$ cat src/rtl/qspi_pkg.sv
// Shared FSM encoding and default parameter values for the QSPI transmit serializer.
package qspi_pkg;

  localparam int unsigned DefDw     = 16;
  localparam int unsigned DefClkDiv = 2;
  localparam int unsigned DefCsHigh = 4;

  typedef enum logic [2:0] {
    StIdle   = 3'd0,
    StFetch  = 3'd1,
    StLoad   = 3'd2,
    StShift  = 3'd3,
    StCsHold = 3'd4
  } qspi_state_e;

endpackage

$ cat src/rtl/qspi_sck_gen.sv
// Half-period and nibble counters for the SHIFT phase; emits sck edge and last-nibble strobes.
module qspi_sck_gen
  import qspi_pkg::*;
#(
  parameter int unsigned DW      = DefDw,
  parameter int unsigned CLK_DIV = DefClkDiv
) (
  input  logic clk,
  input  logic rst,
  input  logic i_run,
  output logic o_sck_rise,
  output logic o_sck_fall,
  output logic o_last_nibble
);

  localparam int unsigned DivW = (CLK_DIV > 1) ? $clog2(CLK_DIV) : 1;
  localparam int unsigned NibW = (DW / 4 > 1) ? $clog2(DW / 4) : 1;
  localparam logic [DivW-1:0] DivLast = DivW'(CLK_DIV - 1);
  localparam logic [NibW-1:0] NibLast = NibW'(DW / 4 - 1);

  logic [DivW-1:0] r_div;
  logic [NibW-1:0] r_nib;
  logic            r_high;
  logic            w_half_end;

  assign w_half_end    = i_run && (r_div == DivLast);
  assign o_sck_rise    = w_half_end && !r_high;
  assign o_sck_fall    = w_half_end && r_high;
  assign o_last_nibble = (r_nib == NibLast);

  always_ff @(posedge clk or posedge rst) begin
    if (rst) begin
      r_div  <= '0;
      r_nib  <= '0;
      r_high <= 1'b0;
    end else if (!i_run) begin
      r_div  <= '0;
      r_nib  <= '0;
      r_high <= 1'b0;
    end else if (w_half_end) begin
      r_div  <= '0;
      r_high <= !r_high;
      // A nibble is finished at the end of its high phase.
      if (r_high) begin
        r_nib <= o_last_nibble ? '0 : r_nib + 1'b1;
      end
    end else begin
      r_div <= r_div + 1'b1;
    end
  end

endmodule

$ cat src/rtl/qspi_tx_serializer.sv
// Pops words from an upstream FIFO and shifts them out MSB-nibble first on a mode-0 QSPI bus.
module qspi_tx_serializer
  import qspi_pkg::*;
#(
  parameter int unsigned DW      = DefDw,
  parameter int unsigned CLK_DIV = DefClkDiv,
  parameter int unsigned CS_HIGH = DefCsHigh
) (
  input  logic          clk,
  input  logic          rst,
  input  logic          enable,
  output logic          fifo_ren,
  input  logic [DW-1:0] fifo_rdata,
  input  logic          fifo_rempty,
  output logic          qspi_sck,
  output logic          qspi_cs_n,
  output logic [3:0]    qspi_dq_o,
  output logic          qspi_dq_oe,
  output logic          busy,
  output logic [15:0]   word_cnt
);

  localparam int unsigned HoldW = (CS_HIGH > 1) ? $clog2(CS_HIGH) : 1;
  localparam logic [HoldW-1:0] HoldLast = HoldW'(CS_HIGH - 1);

  qspi_state_e      r_state;
  logic [DW-1:0]    r_shift;
  logic [HoldW-1:0] r_hold;
  logic             r_armed;
  logic             r_ren;
  logic             r_sck;
  logic             r_cs_n;
  logic             r_oe;
  logic [3:0]       r_dq;
  logic [15:0]      r_word_cnt;

  logic             w_run;
  logic             w_rise;
  logic             w_fall;
  logic             w_last;
  logic             w_more;
  logic [DW-1:0]    w_shifted;

  assign w_run     = (r_state == StShift);
  assign w_more    = enable && !fifo_rempty;
  assign w_shifted = r_shift << 4;

  qspi_sck_gen #(
    .DW      (DW),
    .CLK_DIV (CLK_DIV)
  ) u_sck_gen (
    .clk           (clk),
    .rst           (rst),
    .i_run         (w_run),
    .o_sck_rise    (w_rise),
    .o_sck_fall    (w_fall),
    .o_last_nibble (w_last)
  );

  always_ff @(posedge clk or posedge rst) begin
    if (rst) begin
      r_state    <= StIdle;
      r_shift    <= '0;
      r_hold     <= '0;
      r_armed    <= 1'b0;
      r_ren      <= 1'b0;
      r_sck      <= 1'b0;
      r_cs_n     <= 1'b1;
      r_oe       <= 1'b0;
      r_dq       <= 4'h0;
      r_word_cnt <= 16'h0000;
    end else begin
      // One idle cycle after reset release before the first pop.
      r_armed <= 1'b1;
      r_ren   <= 1'b0;
      unique case (r_state)
        StIdle: begin
          if (r_armed && w_more) begin
            r_state <= StFetch;
            r_ren   <= 1'b1;
          end
        end
        StFetch: begin
          r_state <= StLoad;
          r_cs_n  <= 1'b0;
          r_oe    <= 1'b1;
        end
        StLoad: begin
          r_shift <= fifo_rdata;
          r_dq    <= fifo_rdata[DW-1 -: 4];
          r_state <= StShift;
        end
        StShift: begin
          if (w_rise) begin
            r_sck <= 1'b1;
          end
          if (w_fall) begin
            r_sck <= 1'b0;
            if (w_last) begin
              r_word_cnt <= r_word_cnt + 16'd1;
              if (w_more) begin
                r_state <= StFetch;
                r_ren   <= 1'b1;
              end else begin
                r_state <= StCsHold;
                r_cs_n  <= 1'b1;
                r_oe    <= 1'b0;
                r_dq    <= 4'h0;
                r_hold  <= '0;
              end
            end else begin
              r_shift <= w_shifted;
              r_dq    <= w_shifted[DW-1 -: 4];
            end
          end
        end
        StCsHold: begin
          if (r_hold == HoldLast) begin
            r_state <= StIdle;
          end else begin
            r_hold <= r_hold + 1'b1;
          end
        end
        default: r_state <= StIdle;
      endcase
    end
  end

  assign fifo_ren   = r_ren;
  assign qspi_sck   = r_sck;
  assign qspi_cs_n  = r_cs_n;
  assign qspi_dq_o  = r_dq;
  assign qspi_dq_oe = r_oe;
  assign busy       = (r_state != StIdle);
  assign word_cnt   = r_word_cnt;

endmodule

$ cat config.mk
export PLATFORM = sky130hd
export DESIGN_NAME = qspi_tx_serializer
export DESIGN_NICKNAME = d
export VERILOG_FILES = /design/src/rtl/qspi_pkg.sv /design/src/rtl/qspi_sck_gen.sv /design/src/rtl/qspi_tx_serializer.sv
export SDC_FILE = /design/constraint.sdc
export NUM_CORES = 1
export LEC_CHECK = 0
export CORE_MARGIN = 2
export CORE_UTILIZATION = 50
export DETAILED_ROUTE_END_ITERATION = 8
export PLACE_DENSITY = 0.79
export SYNTH_ARGS = -nofsm -noshare
export SYNTH_HDL_FRONTEND = slang
export SYNTH_HIERARCHICAL = 1
export SYNTH_SLANG_ARGS = --single-unit
$ cat constraint.sdc
create_clock -name clk -period 3.78 [get_ports clk]
set_input_delay 0.378 -clock clk [delete_from_list [all_inputs] [get_ports clk]]
set_output_delay 0.378 -clock clk [all_outputs]
set_load 0.03 [all_outputs]
**Word level (Yosys, flattened, before mapping)**

Cells that the tools add are included.

- Add/sub/neg operators: 4
- Equal/unequal tests: 16
- Mux-type cells: 41
- Reduce and logical (&&, ||, !) cells: 21

Operators with widths:

| cell | number |
|---|---|
| 2-to-1 mux 12 bit | 2 |
| case mux 12 bit (2 select lines) | 1 |
| inequality test 2 bit, second input constant | 9 |
| adder 16 x 1 -> 16 bit, second input constant | 1 |
| 2-to-1 mux 1 bit | 16 |
| 2-to-1 mux 2 bit | 8 |
| 2-to-1 mux 3 bit | 5 |
| case mux 3 bit (5 select lines) | 1 |
| 2-to-1 mux 4 bit | 3 |
| AND reduction 3 bit | 3 |
| case mux 4 bit (2 select lines) | 1 |
| AND reduction 4 bit | 2 |
| nonzero test 2 bit | 4 |
| == test 3 x 2 -> 1 bit, second input constant | 2 |
| case mux 1 bit (2 select lines) | 3 |
| logical AND 1 bit | 5 |
| AND reduction 5 bit | 1 |
| adder 2 x 1 -> 2 bit, second input constant | 2 |
| == test 2 bit, second input constant | 2 |
| case mux 2 bit (2 select lines) | 1 |
| AND reduction 2 bit | 2 |
| == test 3 x 1 -> 1 bit, second input constant | 1 |
| == test 3 bit, second input constant | 1 |
| logical NOT 3 bit | 1 |
| other kinds (4) | 5 |

- Register bits after elaboration: 46
- Input port bits: 20
- Output and inout bits: 25
- Logic and storage cells: 95

**Logic depth before layout (Yosys ltp)**

- Depth in word-level cells: 6
- Depth in mapped cells: 10
- Mapped depth without buffers: 7

**Modules after synthesis**

Netlist, hierarchy kept.

By module, submodules not included:

| module | times used | cells an instance | area each (µm²) | seq. area each (µm²) |
|---|---|---|---|---|
| qspi_tx_serializer | 1 | 184 | 1930.6 | 1052.3 |
| qspi_sck_gen | 1 | 18 | 205.2 | 100.1 |

**Worst setup path before layout**

Ideal clock, no wire load.

- Kind: register to register
- From: reg r_state[2]
- To: reg r_word_cnt[14] (netlist: word_cnt[14])
- Arrival: 2222 ps
- Required time: 3700 ps
- Path slack: 1478 ps
- Stages on the path, launching flop included: 10
- Buffers on the path: 2
- Clock period less this slack: 2302 ps
- Cells stage by stage: dfrtp_1 -> buf_2 -> nand3b_4 -> inv_1 -> buf_2 -> and3_2 -> and4_1 -> or4b_4 -> nor3_2 -> xor2_1

- Word-level cells in the longest chain between the ends: 4

RTL lines:

| element | RTL line | text |
|---|---|---|
| start, declared | qspi_tx_serializer.sv:26 | `qspi_state_e r_state;` |
| start signal, assigned | qspi_tx_serializer.sv:62 | `r_state <= StIdle;` |
| start signal, assigned | qspi_tx_serializer.sv:79 | `r_state <= StFetch;` |
| start signal, assigned | qspi_tx_serializer.sv:84 | `r_state <= StLoad;` |
| == test 3 x 2 -> 1 bit | qspi_tx_serializer.sv:44 | `assign w_run = (r_state == StShift);` |
| via w_run | qspi_tx_serializer.sv:37 | `logic w_run;` |
| logical AND 1 bit | qspi_sck_gen.sv:26 | `assign w_half_end = i_run && (r_div == DivLast);` |
| logical AND 1 bit | qspi_sck_gen.sv:28 | `assign o_sck_fall = w_half_end && r_high;` |
| via w_fall | qspi_tx_serializer.sv:39 | `logic w_fall;` |
| AND reduction 3 bit (no line) | -- |  |
| end signal, assigned | qspi_tx_serializer.sv:100 | `r_word_cnt <= r_word_cnt + 16'd1;` |
| end, declared | qspi_tx_serializer.sv:35 | `logic [15:0] r_word_cnt;` |

The timed path passes the listed nets, and every way through them passes these cells.
A chain may end at the register's enable or synchronous reset.

**Worst setup path after layout**

- From: reg r_state[0]
- To: reg r_word_cnt[14] (netlist: word_cnt[14])

- Word-level cells in the longest chain between the ends: 4

RTL lines:

| element | RTL line |
|---|---|
| == test 3 x 2 -> 1 bit | qspi_tx_serializer.sv:44 |
| logical AND 1 bit | qspi_sck_gen.sv:26 |
| logical AND 1 bit | qspi_sck_gen.sv:28 |
| via w_fall | qspi_tx_serializer.sv:39 |
| AND reduction 3 bit (no line) | -- |

The timed path passes the listed nets, and every way through them passes these cells.

==> summary.txt <==
Run status
  – Outcome: finished, final reports clean

Pwr
  – Combinational Power Share: 0.402
  – LEAKAGE: between 1 and 1.5 nW
  – Sw frac: 0.367
  – Sw Pwr: approximately 630 uW
  – Max VDD drop: roughly 0.00037 V
  – PwrDens: 633 nW/um^2
  – Clock power share: 0.177
  – Sequential share of power: 0.421
  – Internal power: 1.09 mW

Final layout
  – Layout cells sized above 1: 0.0884
  – Nets: around 270
  – Final Instance Area: about 2700 um^2
  – Fin cells: about 300
  – Synthesis-to-finish area growth: 27.0%
  – Diode count: 0

Placement
  – Post-DP Area: between 2000 and 3000 um^2
  – Final HPWL DP: approximately 2.8 mm
  – GP Congestion: roughly 0.75
  – Port Buffer Count: 44
  – DP Cell Count: between 200 and 300

Worst setup path
  – CP required: 4.00 ns
  – Critical Path AT: 2.52 ns
  – Setup Crit Path Kind: flip-flop to flip-flop
  – Crit path max fanout: 16
  – Startpoint types: flip-flop
  – CP Capture Type: flip-flop

Drt
  – Remaining DRCs: 0
  – Post-route ant nets: 0
  – WL met2: about 1.7 mm
  – First-pass DRT Iterations: 4
  – Vias: around 1,600
  – Vias per inst: 5.21
  – Met3 wire length: 167 um
  – DR top layer: met4
  – Final WL: around 3.9 mm
  – Routed length per instance: between 10 and 15 um
  – Drt first-iter violations: between 70 and 80
  – DRT met1 WL: 1.91 mm

Floorplan
  – Starting Density: 0.526
  – Die Area: a little under 5000 um^2
  – Num rows: 23
  – Boundary Pins: 45
  – Die extent in y: between 60 and 70 um
  – Core Region: ~4000 um^2
  – Die Span X: 69.4 um

Clock network
  – Clock transition at path regs: around 0.080 ns
  – H-tree depth: 2
  – Setup bufs post-CTS: 0
  – Root Driver: clkbuf_8
  – TritonCTS Buffers: 5
  – Clock latency on the worst-skew pair: between 0.2 and 0.3 ns
  – Post-CTS Hold Buffers: 0
  – CTS tree: built
  – Maximum clock path buffer count: 2
  – Num Clock Sinks: 46
  – Post-CTS sizing: 0

Synth
  – Cell taking the most area after synthesis: dfrtp_1
  – Register bit total from synthesis: 46
  – Post-synth net total: 225
  – Synthesized instance count: about 200
  – Synth cell types: 39
  – Synth top area share: 0.527
  – Asr flop ratio synth: 1.00
  – Most common cell in the synthesized netlist: dfrtp_1
  – Synth warn: 6
  – Largest cells by area after synthesis: dfrtp_1, nand2_1, xnor2_1
  – Mapped Area: 2140 um^2
  – EDFF count, synth: 0
  – Predominant post-synthesis flop cell: dfrtp_1
  – Register area share after synthesis: 0.540
  – Commonest cells in the synthesized netlist: dfrtp_1, nand2_1, o21ai_0
  – Syn Area/Cell: ~11 um^2

Global route
  – Initial antenna violation count: 0
  – First-pass GRT wire length: approximately 6.7 mm
  – Vias in the first global route: about 1,500
  – Grt total ovfl: 0
  – Largest net degree at the start of global routing: 43
  – GRT Total Usage: 0.177

STA
  – Slew Limit Fails: 0
  – Endpoints failing hold: 0
  – Final min period: between 2 and 2.5 ns
  – Setup_tns: 0 ns
  – Max-slew headroom: 0.634
  – Period utilisation layout: 0.607
  – F_max: between 0.4 and 0.5 GHz
  – RSZ-0062 raised after global routing: false
  – Worst-margin pin slew: 0.550 ns
  – Worst-case clock skew: 0.00422 ns
  – Hold WS: between 0.2 and 0.3 ns
  – Setup violations, final: 0

Job
  – Maximum capacitance violations: 0

Min path
  – HP Class: input port to async pin
[cell families (layout without fill, tap and decap cells)]
logic type      count (synthesis)  after routing  share of synthesized area
compound gates                 34             34                     0.0978
xor+xnor                       16             16                     0.0656
fa+ha+maj                       3              3                     0.0176
buf+inv                        15             62                     0.0293
flops                          46             46                      0.540
mux                            14             14                     0.0691
other cells                     1              1                    0.00176
simple gates                   73             73                      0.179
[worst max-delay path, stage by stage (launching register included)]
cell and delay [ns]:
dfrtp_1 0.54, nand3b_4 0.25, inv_1 0.12, and3_2 0.23, and4_1 0.24, or4b_4 0.51
nor3_2 0.15, xor2_1 0.16
[worst paths after layout]
path	start	slack, ns	depth (start not counted)	endpoint
worst min-delay path	rst	0.29	2	u_sck_gen/r_div
max in group asynchronous	rst	2.87	3	qspi_cs_n
worst max register to register	r_state[0]	1.49	7	word_cnt[14]
worst max-delay path	r_state[0]	1.49	7	word_cnt[14]
min in group clk	word_cnt[15]	0.48	1	word_cnt[15]
worst min register to register	word_cnt[15]	0.48	1	word_cnt[15]
[state kept, by name, summed over array words and instances (netlist names)]
name              count
word_cnt             16
r_shift              12
qspi_dq_o             4
r_state               3
r_hold                2
u_sck_gen/r_nib       2
fifo_ren              1
qspi_cs_n             1
qspi_dq_oe            1
qspi_sck              1
r_armed               1
u_sck_gen/r_div       1
u_sck_gen/r_high      1
[power groups by stage]
stage / registers, mW / logic (mW) / clock network (mW)
floorplan: 0.770 / 0.466 / 0
global placement: 0.726 / 0.688 / 0
detailed placement: 0.732 / 0.699 / 0
CTS: 0.722 / 0.702 / 0.317
global route: 0.740 / 0.767 / 0.336
finish: 0.721 / 0.690 / 0.304
[layout by cell type (no fill, tap or decap), types with 3 or more instances in the layout]
master           synthesis  final
nand2b_1                 3      3
mux2_2                   6      6
dfrtp_1                 45     45
a22o_1                   4      4
o21ai_0                 15     15
nand3_1                  9      9
clkbuf_8                 0      6
nand2_1                 26     26
a21oi_1                  6      6
nand4_1                  3      3
nor2_1                  13     13
ha_1                     3      3
xnor2_1                 11     11
xor2_1                   5      5
nor3_1                   4      4
mux2i_1                  8      8
inv_1                    8      8
clkdlybuf4s50_1          0     44
[per-stage QoR]
stage                     power [mW]   util  setup slack, ns
after detailed placement        1.43  0.646             1.50
after floorplan                 1.24      -             1.48
final                           1.72  0.669             1.49
after CTS                       1.74  0.669             1.49
after global routing            1.84  0.669             1.29
after global placement          1.41  0.646             1.60
[per-layer routing]
| layer | global-route usage | vias to the layer above |
|---|---|---|
| li1 | - | 783 |
| met2 | 0.276 | 40 |
| met3 | 0.0509 | 6 |
| met1 | 0.235 | 729 |
| met5 | 0 | - |
| met4 | 0.0654 | 0 |
[final cells by class]
class | count | area [um^2]
Clock buffer | 7 | 86.3
Clock inverter | 1 | 5.00
Fill cell | 341 | 1350
Inverter | 8 | 30.0
Multi-Input combinational cell | 141 | 921
Sequential cell | 46 | 1150
Tap cell | 50 | 62.6
Timing Repair Buffer | 46 | 455
Power figures use the tool's default switching activity.
